==> src/rtl/fetch_pkg.sv <==
// Shared types and constants for the byte fetch unit.
// Byte order is selected at build time by BYTE_FETCH_BIG_ENDIAN_EN (see byte_fetch_unit).
package fetch_pkg;

  localparam int NUM_BYTES = 4;
  localparam int BYTE_W    = 8;
  localparam int WORD_W    = 32;

  typedef enum logic [1:0] {
    IDLE  = 2'd0,
    FETCH = 2'd1,
    DRAIN = 2'd2,
    HOLD  = 2'd3
  } state_e;

  // Byte address of the read after the one at offset cnt, wrapping modulo 256.
  function automatic logic [BYTE_W-1:0] next_addr(input logic [BYTE_W-1:0] base,
                                                  input logic [1:0]        cnt);
    return base + {6'd0, cnt} + 8'd1;
  endfunction

endpackage

==> src/rtl/byte_lane_reg.sv <==
// One byte lane of the assembled word: 8-bit register with load enable.
module byte_lane_reg
  import fetch_pkg::*;
(
  input  logic              clk,
  input  logic              reset_n,
  input  logic              load_i,
  input  logic [BYTE_W-1:0] d_i,
  output logic [BYTE_W-1:0] q_o
);

  logic [BYTE_W-1:0] lane_q;

  // Capture the incoming byte when loaded; otherwise keep the old value.
  always_ff @(posedge clk or negedge reset_n) begin
    if (!reset_n) begin
      lane_q <= 8'h00;
    end else if (load_i) begin
      lane_q <= d_i;
    end else begin
      lane_q <= lane_q;
    end
  end

  assign q_o = lane_q;

endmodule

==> src/rtl/byte_fetch_unit.sv <==
// Fetches four consecutive bytes from an 8-bit synchronous memory and
// presents them as one 32-bit word with a valid/ready handshake.
// Build option: BYTE_FETCH_BIG_ENDIAN_EN puts lane 0 (lowest address) in
// word[31:24]; without it lane 0 sits in word[7:0]. Timing is unchanged.
module byte_fetch_unit
  import fetch_pkg::*;
(
  input  logic              clk,
  input  logic              reset_n,
  input  logic              start,
  input  logic [BYTE_W-1:0] base_addr,
  output logic              mem_rd,
  output logic [BYTE_W-1:0] mem_addr,
  input  logic [BYTE_W-1:0] mem_rdata,
  output logic [WORD_W-1:0] word,
  output logic              word_valid,
  input  logic              word_ready,
  output logic              busy
);

  state_e            state_q;
  logic [1:0]        cnt_q;
  logic [BYTE_W-1:0] base_q;
  logic              mem_rd_q;
  logic [BYTE_W-1:0] mem_addr_q;
  logic              word_valid_q;
  logic              busy_q;

  logic [NUM_BYTES-1:0] lane_ld_d;
  logic [BYTE_W-1:0]    lane_s [NUM_BYTES];
  logic [WORD_W-1:0]    word_s;

  // Control FSM; every output it drives is a register set one edge ahead.
  always_ff @(posedge clk or negedge reset_n) begin
    if (!reset_n) begin
      state_q      <= IDLE;
      cnt_q        <= 2'd0;
      base_q       <= 8'h00;
      mem_rd_q     <= 1'b0;
      mem_addr_q   <= 8'h00;
      word_valid_q <= 1'b0;
      busy_q       <= 1'b0;
    end else begin
      case (state_q)
        IDLE: begin
          if (start) begin
            state_q    <= FETCH;
            base_q     <= base_addr;
            cnt_q      <= 2'd0;
            mem_rd_q   <= 1'b1;
            mem_addr_q <= base_addr;
            busy_q     <= 1'b1;
          end else begin
            state_q <= IDLE;
          end
        end
        FETCH: begin
          // cnt wraps back to 0 after the fourth read.
          cnt_q <= cnt_q + 2'd1;
          if (cnt_q == 2'd3) begin
            state_q  <= DRAIN;
            mem_rd_q <= 1'b0;
          end else begin
            state_q    <= FETCH;
            mem_addr_q <= next_addr(base_q, cnt_q);
          end
        end
        DRAIN: begin
          state_q      <= HOLD;
          word_valid_q <= 1'b1;
        end
        HOLD: begin
          if (word_ready) begin
            state_q      <= IDLE;
            word_valid_q <= 1'b0;
            busy_q       <= 1'b0;
          end else begin
            state_q <= HOLD;
          end
        end
        default: begin
          state_q      <= IDLE;
          cnt_q        <= 2'd0;
          mem_rd_q     <= 1'b0;
          word_valid_q <= 1'b0;
          busy_q       <= 1'b0;
        end
      endcase
    end
  end

  // Read data trails the strobe by one cycle, so the lane being filled is cnt-1.
  always_comb begin
    lane_ld_d = {NUM_BYTES{1'b0}};
    if ((state_q == FETCH) && (cnt_q != 2'd0)) begin
      lane_ld_d[cnt_q - 2'd1] = 1'b1;
    end else if (state_q == DRAIN) begin
      lane_ld_d[NUM_BYTES-1] = 1'b1;
    end else begin
      lane_ld_d = {NUM_BYTES{1'b0}};
    end
  end

  for (genvar i = 0; i < NUM_BYTES; i++) begin : g_lane
    byte_lane_reg u_lane (
      .clk     (clk),
      .reset_n (reset_n),
      .load_i  (lane_ld_d[i]),
      .d_i     (mem_rdata),
      .q_o     (lane_s[i])
    );
`ifdef BYTE_FETCH_BIG_ENDIAN_EN
    assign word_s[WORD_W-1-i*BYTE_W -: BYTE_W] = lane_s[i];
`else
    assign word_s[i*BYTE_W +: BYTE_W] = lane_s[i];
`endif
  end

  assign mem_rd     = mem_rd_q;
  assign mem_addr   = mem_addr_q;
  assign word       = word_s;
  assign word_valid = word_valid_q;
  assign busy       = busy_q;

endmodule

==> config.mk <==
export PLATFORM = sky130hd
export DESIGN_NAME = byte_fetch_unit
export DESIGN_NICKNAME = d
export VERILOG_FILES = /design/src/rtl/fetch_pkg.sv /design/src/rtl/byte_lane_reg.sv /design/src/rtl/byte_fetch_unit.sv
export SDC_FILE = /design/constraint.sdc
export NUM_CORES = 1
export LEC_CHECK = 0
export CORE_ASPECT_RATIO = 1.2
export CORE_MARGIN = 4
export CORE_UTILIZATION = 50
export DETAILED_ROUTE_END_ITERATION = 10
export PLACE_DENSITY = 0.83
export SLEW_MARGIN = 5
export SYNTH_ARGS = -nofsm -noshare
export SYNTH_HDL_FRONTEND = slang
export SYNTH_SLANG_ARGS = --single-unit
==> constraint.sdc <==
create_clock -name clk -period 3.2 [get_ports clk]
set_clock_uncertainty 0.05 [all_clocks]
set_input_delay 0.48 -clock clk [delete_from_list [all_inputs] [get_ports clk]]
set_output_delay 0.48 -clock clk [all_outputs]
set_load 0.005 [all_outputs]
==> impl_summary.md, run 1 <==
Logic synthesis
The most instantiated flip-flop cell in the synthesis netlist is sky130_fd_sc_hd__dfrtp_1. The register area share after synthesis is 0.535. The synthesized area per cell is 13.4 um2. In the synthesized netlist, the number of instances is 192. Of the total synthesized cell area, the portion taken by XOR and XNOR cells is 0.0170. The multiplexer area fraction after synthesis is 0.206.

Summing every instance area after synthesis gives 2570 um2. The dominant combinational cell family by area after synthesis is multiplexers. The share of the synthesized area in the top cell type is 0.535. Of the total synthesized cell area, the portion taken by AND, OR, NAND and NOR gates is 0.0725.

The cell type with the highest aggregate area in the netlist is sky130_fd_sc_hd__dfrtp_1. The number of nets produced by synthesis is 221. In this run, synthesis inferred 0 flip-flops with an integrated enable.

Of all flip-flops after synthesis, the portion carrying an async set or reset was 1.00. The post-synthesis compound-gate area fraction is 0.0885. In this run, synthesis produced a sequential element count of 55.

Sorting the synthesized cells by area gives the leading types as sky130_fd_sc_hd__dfrtp_1 54%, sky130_fd_sc_hd__mux2_4 14%, sky130_fd_sc_hd__mux2_2 6.6%. Of the total synthesized cell area, the portion taken by full adders, half adders and majority gates is 0.0467. For this run, the number of Yosys warnings is 0. The number of different library cells in the post-synthesis netlist is 32.

Power
Of the total power, the clock network draws 0.129. The fraction of power consumed by combinational cells is 0.484. The internal cell power is 0.00232 W. In this run the power spent charging and discharging nets is 0.00107 W. For this design the ratio of total power to cell area is 1020 nW/um2. The largest vdd supply drop is 495 uV.

The analysis attributes to cell leakage a power of 1.44 nW. The power share of the sequential group is 0.388. The switching share of total power is 0.316.

Floorplanning
The width of the chip is 73.5 um. 63 I/O pins were placed. The die area is 6360 um2. The core region is 4970 um2. The vertical die dimension is 86.6 um. The initial utilization of the core area, before any placement, comes to 0.517. In this run the core area contains 28 standard-cell rows.

CTS
No sink is reached through more buffers than the 2 on the longest clock path. After clock tree synthesis, the clock-pin slew on the worst setup and hold paths is 90 ps. At the later pin of the worst-skew pair, clock insertion delay measures 300 ps. The number of setup buffers added after CTS is 0. The clock tree from TritonCTS is yes. The clock net in this run drives a total of 55 sinks. For this design, the CTS-stage hold fixing added 0 buffers. The CTS H-tree depth is 2. In this run, CTS created clock tree buffers numbering 5. CTS placed an instance of sky130_fd_sc_hd__clkbuf_8 at the clock tree root.

After clock tree synthesis, the repair step resized 0 gates.

Timing
Setup repair after global routing left no endpoint under its margin. In the post-route analysis, the smallest setup slack over all paths is 1280 ps. The transition time at the pin with the least slew margin is 874 ps. The share of the clock period used by the worst path after layout is 0.599. The post-route minimum period is 1920 ps. The setup violation total in the final timing report is 0. The maximum frequency from static timing analysis is 522 MHz. The final number of hold-violating endpoints is 0. The worst slew margin relative to its limit is 0.417. The number of max-slew violations in the final report is 0. Adding up every negative setup slack in the final design gives 0 ps.

Layout
The number of antenna diodes in the final layout is 0. The number of standard cells in the final layout excluding fillers is 315. Of the cells placed in the final design, the portion with a size suffix greater than 1 is 0.208. For this run, the share of the core covered by cells in the final layout is 0.667. Fill cells in the final layout number 395.

The area of all placed cells without fillers is 3320 um2. At the end of the flow, the number of nets in the layout was 284. Relative to the synthesized area, the layout overhead comes to 29.0%.

GRT
The via count of the first global-routing pass is 1707. The total overflow reported by the global router is 0. The initial antenna violation count came to 0.

The first-pass GRT wire length is 8390 um. The global-route usage over all layers is 0.173. The pin count of the biggest net entering global routing is 39.

Worst setup path
The worst path arrival time is 2050 ps. The worst setup path is of the flop to flop kind. The worst setup path is launched from a flop.

Of all nets on the critical path, the largest fanout is 15. At the worst endpoint, the required time is 3340 ps. The worst setup path is captured at a flop.

Status
The run finished with clean final reports.

Flow run
The number of maximum-capacitance constraint violations is 0.

Detailed routing
After detailed routing, the number of remaining DRC violations is 0. The pre-antenna-repair detailed-routing pass consisted of 4 iterations. After detailed routing, the total wire length is 5180 um.

Using the TritonRoute via totals, the vias-per-cell ratio works out to 5.29. The detailed router placed 1665 vias in this run. The average wire per standard cell is 16.4 um. The remaining number of nets flagged by the antenna check after routing is 0. For this block, the initial DRC count from the detailed router was 81.

Place
The count of input and output buffers is 62. The setup slack after placement is 1190 ps. The post-place instance area is 3220 um2. Once detailed placement completed, the half-perimeter wirelength came to 3810 um. At the end of routability-driven placement, the weighted congestion stood at 0.778. In this run, placement finished with an instance count of 308.

Min path
The type of the worst min-delay path is input port to async pin.
-- synth_stat cells, types with 3 or more instances --
master / number
sky130_fd_sc_hd__mux2_2: 15
sky130_fd_sc_hd__xor2_1: 3
sky130_fd_sc_hd__ha_1: 8
sky130_fd_sc_hd__nand2b_1: 3
sky130_fd_sc_hd__nor2_1: 7
sky130_fd_sc_hd__a22oi_1: 3
sky130_fd_sc_hd__o21ai_0: 14
sky130_fd_sc_hd__and3_4: 3
sky130_fd_sc_hd__nand2_1: 13
sky130_fd_sc_hd__nor2b_1: 3
sky130_fd_sc_hd__buf_6: 4
sky130_fd_sc_hd__inv_1: 7
sky130_fd_sc_hd__mux2_4: 24
sky130_fd_sc_hd__a21oi_1: 5
sky130_fd_sc_hd__dfrtp_1: 55
-- power by group through the flow --
| stage | registers (W) | logic [W] | clock network, W |
|---|---|---|---|
| after floorplan | 0.00128 | 0.000946 | 0 |
| after global placement | 0.00132 | 0.00161 | 0 |
| after detailed placement | 0.00133 | 0.00166 | 0 |
| after CTS | 0.00132 | 0.00167 | 0.000452 |
| after global routing | 0.00136 | 0.00179 | 0.000480 |
| final | 0.00131 | 0.00164 | 0.000435 |
-- logic make-up after synthesis --
family,after synthesis
compound gates,34
xor+xnor,5
fa+ha+maj,9
buf+inv,15
flops,55
mux,39
simple gates,35
-- area by class of cell --
cell class | instances | area [um2] | share of cell area
clock inverters | 1 | 30.0 | 0.00905
flip-flops and latches | 55 | 1380 | 0.415
well taps | 60 | 75.1 | 0.0226
inverters | 7 | 26.3 | 0.00792
multi-input cells | 122 | 1110 | 0.334
clock buffers | 6 | 72.6 | 0.0219
repair buffers | 64 | 631 | 0.190
-- through the flow --
step / power (W) / hold WS (ps)
2_1_floorplan: 0.00223 / 134
3_3_place_gp: 0.00293 / 416
3_5_place_dp: 0.00299 / 415
4_1_cts: 0.00344 / 256
5_1_grt: 0.00363 / 295
6_report: 0.00339 / 242
-- path summary, 6_finish.rpt --
check / start / endpoint / slack, ps / cells past startpoint
min: reset_n / base_q[3]$_DFFE_PN0P_ / 240 / 1
min in group clk: word_valid$_DFFE_PN0P_ / word_valid$_DFFE_PN0P_ / 430 / 1
max: state_q[0]$_DFF_PN0_ / g_lane[1].u_lane.q_o[1]$_DFFE_PN0P_ / 1280 / 3
max in group asynchronous: reset_n / g_lane[2].u_lane.q_o[4]$_DFFE_PN0P_ / 2080 / 2
min reg2reg: word_valid$_DFFE_PN0P_ / word_valid$_DFFE_PN0P_ / 430 / 1
max reg2reg: state_q[0]$_DFF_PN0_ / g_lane[1].u_lane.q_o[1]$_DFFE_PN0P_ / 1280 / 3
-- sequential cells by signal (all words and copies together), names as in the netlist --
register           flops
base_q                 8
busy                   1
cnt_q                  2
g_lane.u_lane.q_o     32
mem_addr               8
mem_rd                 1
state_q                2
word_valid             1
-- worst max-delay path: stages (launching register included) --
cell and delay (ps):
sky130_fd_sc_hd__dfrtp_1 580, sky130_fd_sc_hd__nor2b_2 470, sky130_fd_sc_hd__and3_4 380, sky130_fd_sc_hd__mux2_4 320
-- cells in the final DEF (no fill, tap or decap), types with 3 or more instances in the layout --
cell	instances
sky130_fd_sc_hd__nor2b_1	3
sky130_fd_sc_hd__a22oi_1	3
sky130_fd_sc_hd__xor2_1	3
sky130_fd_sc_hd__mux2_2	15
sky130_fd_sc_hd__clkdlybuf4s50_1	61
sky130_fd_sc_hd__ha_1	8
sky130_fd_sc_hd__nand2_1	13
sky130_fd_sc_hd__a21oi_1	5
sky130_fd_sc_hd__nand2b_1	3
sky130_fd_sc_hd__clkbuf_8	5
sky130_fd_sc_hd__mux2_4	24
sky130_fd_sc_hd__o21ai_0	14
sky130_fd_sc_hd__nor2_1	7
sky130_fd_sc_hd__inv_1	7
sky130_fd_sc_hd__dfrtp_1	55
sky130_fd_sc_hd__and3_4	3
-- per-layer routing --
metal	global-route usage	vias up	wire length [um]
li1	-	788	-
met5	0	-	0
met1	0.211	819	2210
met4	0.0478	0	61
met2	0.299	52	2580
met3	0.0441	6	320
(Power assumes the default switching activity.)
==> inputs of run 2 (changes only) <==
Settings changed: CORE_UTILIZATION 50 to 49, PLACE_DENSITY 0.83 to 0.81.
Clock period 3.2 ns to 1.9 ns, I/O delays scaled along.
==> run 2 against run 1 <==
- sequential power increased by 63%
- sequential cell count unchanged
- maximum frequency increased by 6.9%
- wire length decreased by 0.52%
- core utilization increased by 0.96 points
- cell area increased by 2.1%
- largest cell class unchanged
==> impl_summary.md, run 2 (synthesis results as in run 1) <==
Timing
The final number of hold-violating endpoints is 0 (unchanged). The number of max-slew violations in the final report is 0 (unchanged). The maximum frequency from static timing analysis was 558 MHz (+6.9%). The share of the clock period used by the worst path after layout was 0.943 (+0.344). The setup violation total in the final timing report came to 0 (unchanged). The final-layout setup total negative slack came to 0 ps (unchanged). The post-route minimum period is 1790 ps (-124 ps). The transition time at the pin with the least slew margin is 491 ps (-383 ps).

Setup repair after global routing left no endpoint under its margin. The worst slew margin relative to its limit is 0.671 (+0.254).

Worst setup path
Traced cell by cell, the critical path runs through inv_1 -> ha_1 -> a31oi_4 -> mux2_2. Among cell families on the critical path, the largest total delay comes from flip-flops. The top fanout value on the critical path is 8 (-7).

The library cell contributing the largest single delay on the critical path is sky130_fd_sc_hd__dfrtp_1. The start-to-end type of the worst setup path is flop to flop. The worst path arrival time is 1940 ps (-110 ps). STA classifies the critical path endpoint as a flop. The worst path required time is 2050 ps (-1290 ps). The start point of the critical path is cnt_q[1]$_DFFE_PN0P_. The worst setup path is launched from a flop.

The critical path's largest stage delay was 530 ps (-50 ps). The reg-to-reg startpoint is cnt_q[1]$_DFFE_PN0P_. The number of buffer and inverter instances along the worst setup path is 1 (+1).

Detailed routing
The number of DRC violations after detailed routing is 0 (unchanged). The average wire per standard cell was 16.0 um (-2.7%). The remaining number of nets flagged by the antenna check after routing is 0 (unchanged). The first-pass detailed-route iteration total is 4 (unchanged). The iteration-0 DRC count of the detailed router came to 80 (-1.2%). The final wirelength is 5150 um (-0.52%). The via count is 1689 (+1.4%).

The routed via count divided by cell count is 5.25 (-0.76%).

GRT
The initial antenna violation count came to 0 (unchanged). The total overflow reported by the global router was 0 (unchanged). The global-route usage over all layers is 0.171 (-0.00212). The via count of the first global-routing pass is 1744 (+2.2%). The pin count of the biggest net entering global routing is 56 (+44%). The first-pass GRT wire length was 8490 um (+1.2%).

Layout
The net count reported at finish came to 291 (+2.5%). Relative to the synthesized area, the layout overhead comes to 31.8%. The count of inserted antenna diode cells is 0 (unchanged). The number of flip-flops in the largest register is 32 (unchanged).

The fraction of layout cells with a size suffix above 1 was 0.233 (+0.0250). The top cell types in the final layout, fill and taps aside, are 61 x sky130_fd_sc_hd__clkdlybuf4s50_1, 55 x sky130_fd_sc_hd__dfrtp_1, 24 x sky130_fd_sc_hd__mux2_4. The total of fill cells in the finished design was 388 (-1.8%).

The leading cell type in the layout, fill and taps excluded is sky130_fd_sc_hd__clkdlybuf4s50_1.

Place
The HPWL reported at the end of detailed placement is 3750 um (-1.8%). The placer's final routability congestion estimate is 0.803 (+3.2%). The count of input and output buffers is 62 (unchanged).

Power
The leakage power is 1.48 nW (+2.6%). The total power density per cell area was 1720 nW/um2 (+68%). The total design power was 0.00583 W (+72%). The largest vdd supply drop is 850 uV (+72%).

Flow run
The number of maximum-capacitance constraint violations is 0 (unchanged).

Status
The run finished with clean final reports.

CTS
The total CTS buffers is 5 (unchanged). The number of sinks on the clock net is 55 (unchanged). The CTS H-tree depth is 2 (unchanged). The post-CTS repair timing setup buffer count is 0 (unchanged). The root cell of the clock tree is sky130_fd_sc_hd__clkbuf_8.

The clock-pin slew on the worst setup and hold paths is 90 ps (about the same). The maximum count of clock buffers along a single path was 2 (unchanged). The clock latency on the worst-skew pair was 300 ps (about the same). The clock tree from TritonCTS is yes.

Floorplanning
The effective utilization at floorplan came to 0.513 (-0.00362). The width of the chip is 74.1 um (+0.91%). The number of top-level pins is 63 (unchanged). The die area is 6480 um2 (+1.8%). The count of standard-cell rows is 28 (unchanged). The vertical die dimension is 87.4 um (+0.92%). The core area is 5010 um2 (+0.70%).

Min path
The worst hold path begins at word_valid$_DFFE_PN0P_. The min-delay analysis places its worst path in the category flop to flop.
## run 2: final timing paths
check                                                       to  slack (ps)  cells past startpoint
max                        g_lane[3].u_lane.q_o[0]$_DFFE_PN0P_         110                      4
min                                     word_valid$_DFFE_PN0P_         440                      1
max reg2reg                g_lane[3].u_lane.q_o[0]$_DFFE_PN0P_         110                      4
min reg2reg                             word_valid$_DFFE_PN0P_         440                      1
max in group asynchronous               word_valid$_DFFE_PN0P_        1110                      3
min in group asynchronous  g_lane[3].u_lane.q_o[1]$_DFFE_PN0P_         450                      3
## run 2: worst register-to-register path: stages, from the launching register on
cell and delay [ps]:
sky130_fd_sc_hd__dfrtp_1 530, sky130_fd_sc_hd__inv_1 130, sky130_fd_sc_hd__ha_1 240, sky130_fd_sc_hd__a31oi_4 350, sky130_fd_sc_hd__mux2_2 380
## run 2: per-stage QoR
| stage | cell area (um2) | setup WS, ps | hold WS, ps | util | cells |
|---|---|---|---|---|---|
| floorplan | 2570 | 219 | -60.6 | - | 192 |
| global placement | 3270 | 150 | 252 | 0.653 | 314 |
| detailed placement | 3270 | 106 | 254 | 0.653 | 314 |
| CTS | 3390 | 92.1 | 441 | 0.677 | 322 |
| global route | 3390 | 8.40 | 473 | 0.677 | 322 |
| finish | 3390 | 108 | 437 | 0.677 | 322 |
## run 2: power by group
part / switching (W) / internal (W) / total, W
sequential: 0.000379 / 0.00176 / 0.00214
combinational: 0.00110 / 0.00183 / 0.00293
clock: 0.000370 / 0.000386 / 0.000756
total: 0.00185 / 0.00398 / 0.00583
## run 2: per-layer routing
layer	vias up	track usage	part of all wire
met5	-	0	0
met4	0	0.0494	0.013
met3	7	0.0404	0.064
met2	54	0.297	0.50
met1	821	0.208	0.42
li1	807	-	-
## run 2: repair_timing
item	CTS	global route
endpoints found under the hold margin	55	0
hold buffers	1	0
gates resized for setup	0	2
endpoints found under the setup margin	0	2
## run 2: final cells by class
class | instances | area (um2) | share of cell area
Clock buffer | 5 | 68.8 | 0.0203
Clock inverter | 2 | 37.5 | 0.0111
Inverter | 7 | 26.3 | 0.00775
Multi-Input combinational cell | 122 | 1110 | 0.327
Sequential cell | 55 | 1380 | 0.406
Tap cell | 60 | 75.1 | 0.0221
Timing Repair Buffer | 71 | 698 | 0.206
==> inputs of run 3 (changes only) <==
Settings changed: ABC_CLOCK_PERIOD_IN_PS from default to 1900, CORE_ASPECT_RATIO 1.2 to 1.4, GPL_ROUTABILITY_DRIVEN from default to 1.
==> run 3 against run 2 <==
- wire length shrank 1.6%
- highest routed layer unchanged
- critical path type unchanged
- non-clock buffer count grew 2
- register-to-register slack gained 30 ps
- sequential power is essentially flat
==> impl_summary.md, run 3 (synthesis results as in run 1) <==
Floorplanning
The core area was 4950 um2 (-1.1%). The vertical die dimension is 93.7 um (+7.3%). The effective utilization at floorplan is 0.519 (+0.00571). The number of top-level pins is 63 (unchanged). The width of the chip is 69.2 um (-6.6%). The count of standard-cell rows is 30 (+7.1%). The die area is 6490 um2 (+0.18%).

Detailed routing
The final wirelength is 5070 um (-1.6%). The routed via count divided by cell count is 5.25 (about the same). The average wire per standard cell is 15.4 um (-3.6%). The number of DRC violations after detailed routing was 0 (unchanged).

The remaining number of nets flagged by the antenna check after routing is 0 (unchanged). The iteration-0 DRC count of the detailed router came to 67 (-16%). The first-pass detailed-route iteration total came to 4 (unchanged).

The via count is 1726 (+2.2%).

Place
The setup slack after placement was 117 ps (+11.3 ps). The HPWL reported at the end of detailed placement came to 3850 um (+2.8%). The placer's final routability congestion estimate is 0.808 (+0.71%). The count of input and output buffers is 62 (unchanged).

Timing
The share of the clock period used by the worst path after layout came to 0.928 (-0.0154). The worst slew margin relative to its limit is 0.746 (+0.0747). The transition time at the pin with the least slew margin is 381 ps (-110 ps). The number of max-slew violations in the final report is 0 (unchanged). The final-layout setup total negative slack was 0 ps (unchanged). The post-route minimum period came to 1760 ps (-29.3 ps). The setup violation total in the final timing report is 0 (unchanged).

The final worst slack is 137 ps (+29.3 ps). The final number of hold-violating endpoints is 0 (unchanged). The maximum frequency from static timing analysis is 567 MHz (+1.7%). Setup repair after global routing left no endpoint under its margin.

GRT
The pin count of the biggest net entering global routing is 31 (-45%). The busiest layer in global routing is met2. The global-route track usage on met3 was 0.0321 (-0.00830). The met2 track utilization from global routing came to 0.292 (-0.00458). The initial antenna violation count is 0 (unchanged). The via count of the first global-routing pass was 1852 (+6.2%).

The global-route usage over all layers was 0.165 (-0.00567). The global routing met1 resource utilization is 0.198 (-0.00940). The total overflow reported by the global router is 0 (unchanged).

The first-pass GRT wire length was 8730 um (+2.8%).

Layout
The fraction of layout cells with a size suffix above 1 is 0.238 (+0.00491). The utilization after layout is 0.691 (+0.0143). The library cells used most frequently in the layout, excluding fill and tap cells, are 61 x sky130_fd_sc_hd__clkdlybuf4s50_1, 55 x sky130_fd_sc_hd__dfrtp_1, 24 x sky130_fd_sc_hd__mux2_4.

The storage element area was 1380 um2 (unchanged). The area occupied by multi-input gates is 1110 um2 (unchanged). The net count reported at finish came to 293 (+0.69%). The number of flip-flops in the largest register is 32 (unchanged).

The total of fill cells in the finished design is 378 (-2.6%). Leaving out fill and tap cells, the most frequent cell in the layout is sky130_fd_sc_hd__clkdlybuf4s50_1. The count of inserted antenna diode cells is 0 (unchanged). Relative to the synthesized area, the layout overhead comes to 33.1%.

Worst setup path
The worst setup path is of the flop to flop kind. The top fanout value on the critical path came to 8 (unchanged). The endpoint kind of the worst setup timing path is a flop. In this run the critical register-to-register path is launched from cnt_q[1]$_DFFE_PN0P_. STA classifies the critical path startpoint as a flop. In this run the worst setup path begins at cnt_q[1]$_DFFE_PN0P_. The worst path arrival time is 1900 ps (-40 ps). The worst path required time is 2040 ps (about the same).

CTS
The number of sinks on the clock net is 55 (unchanged). The clock-pin slew on the worst setup and hold paths is 90 ps (about the same). The total CTS buffers came to 5 (unchanged). The CTS H-tree depth came to 2 (unchanged).

The tree is rooted in a sky130_fd_sc_hd__clkbuf_8. The post-CTS repair timing setup buffer count is 0 (unchanged). The clock latency on the worst-skew pair is 300 ps (about the same). TritonCTS built the clock tree.

The maximum count of clock buffers along a single path is 2 (unchanged).

Power
The largest vdd supply drop is 948 uV (+12%). The total power density per cell area is 1740 nW/um2 (+1.3%). The leakage power is 1.50 nW (+1.4%). The total design power was 0.00596 W (+2.3%).

Flow run
The number of maximum-capacitance constraint violations is 0 (unchanged).

Min path
The type of the worst min-delay path is flop to flop. The worst hold path begins at word_valid$_DFFE_PN0P_.

Status
The run finished with clean final reports.
run 3: final timing paths:
kind                                                  endpoint  slack (ps)  cells past startpoint
max reg2reg                g_lane[0].u_lane.q_o[4]$_DFFE_PN0P_         140                      5
min in group asynchronous  g_lane[0].u_lane.q_o[7]$_DFFE_PN0P_         460                      3
min reg2reg                             word_valid$_DFFE_PN0P_         440                      1
max in group asynchronous                base_q[6]$_DFFE_PN0P_        1030                      3
min                                     word_valid$_DFFE_PN0P_         440                      1
max                        g_lane[0].u_lane.q_o[4]$_DFFE_PN0P_         140                      5
run 3: final cells by class:
cell class | count | area share
flip-flops and latches | 55 | 0.402
multi-input cells | 122 | 0.323
repair buffers | 73 | 0.205
well taps | 64 | 0.0234
clock buffers | 6 | 0.0212
clock inverters | 2 | 0.0175
inverters | 7 | 0.00768
run 3: metrics by stage:
stage          cells  cell area, um2  hold slack, ps
6_report         329            3420             436
5_1_grt          329            3420             477
4_1_cts          329            3420             441
3_5_place_dp     320            3280             254
3_3_place_gp     320            3280             250
2_1_floorplan    192            2570           -60.6
run 3: per-layer routing:
layer  wire length (um)  part of all wire
met2               2570              0.51
met3                230             0.045
met5                  0                 0
met1               2190              0.43
met4                 76             0.015
run 3: timing repair:
item                       CTS  global route
hold buffers                 1             0
setup endpoints to repair    0             2
hold endpoints to repair    55             0
resized for setup            0             1
run 3: critical path: stages, from the launching register on:
cell and delay [ps]:
sky130_fd_sc_hd__dfrtp_1 500, sky130_fd_sc_hd__inv_1 130, sky130_fd_sc_hd__ha_1 200, sky130_fd_sc_hd__inv_1 130, sky130_fd_sc_hd__and3_4 330, sky130_fd_sc_hd__mux2_4 320
run 3: report_power, final:
part / internal [W] / total, W / switching [W]
Sequential: 0.00176 / 0.00217 / 0.000406
Combinational: 0.00184 / 0.00291 / 0.00107
Clock: 0.000526 / 0.000884 / 0.000357
Total: 0.00413 / 0.00596 / 0.00183
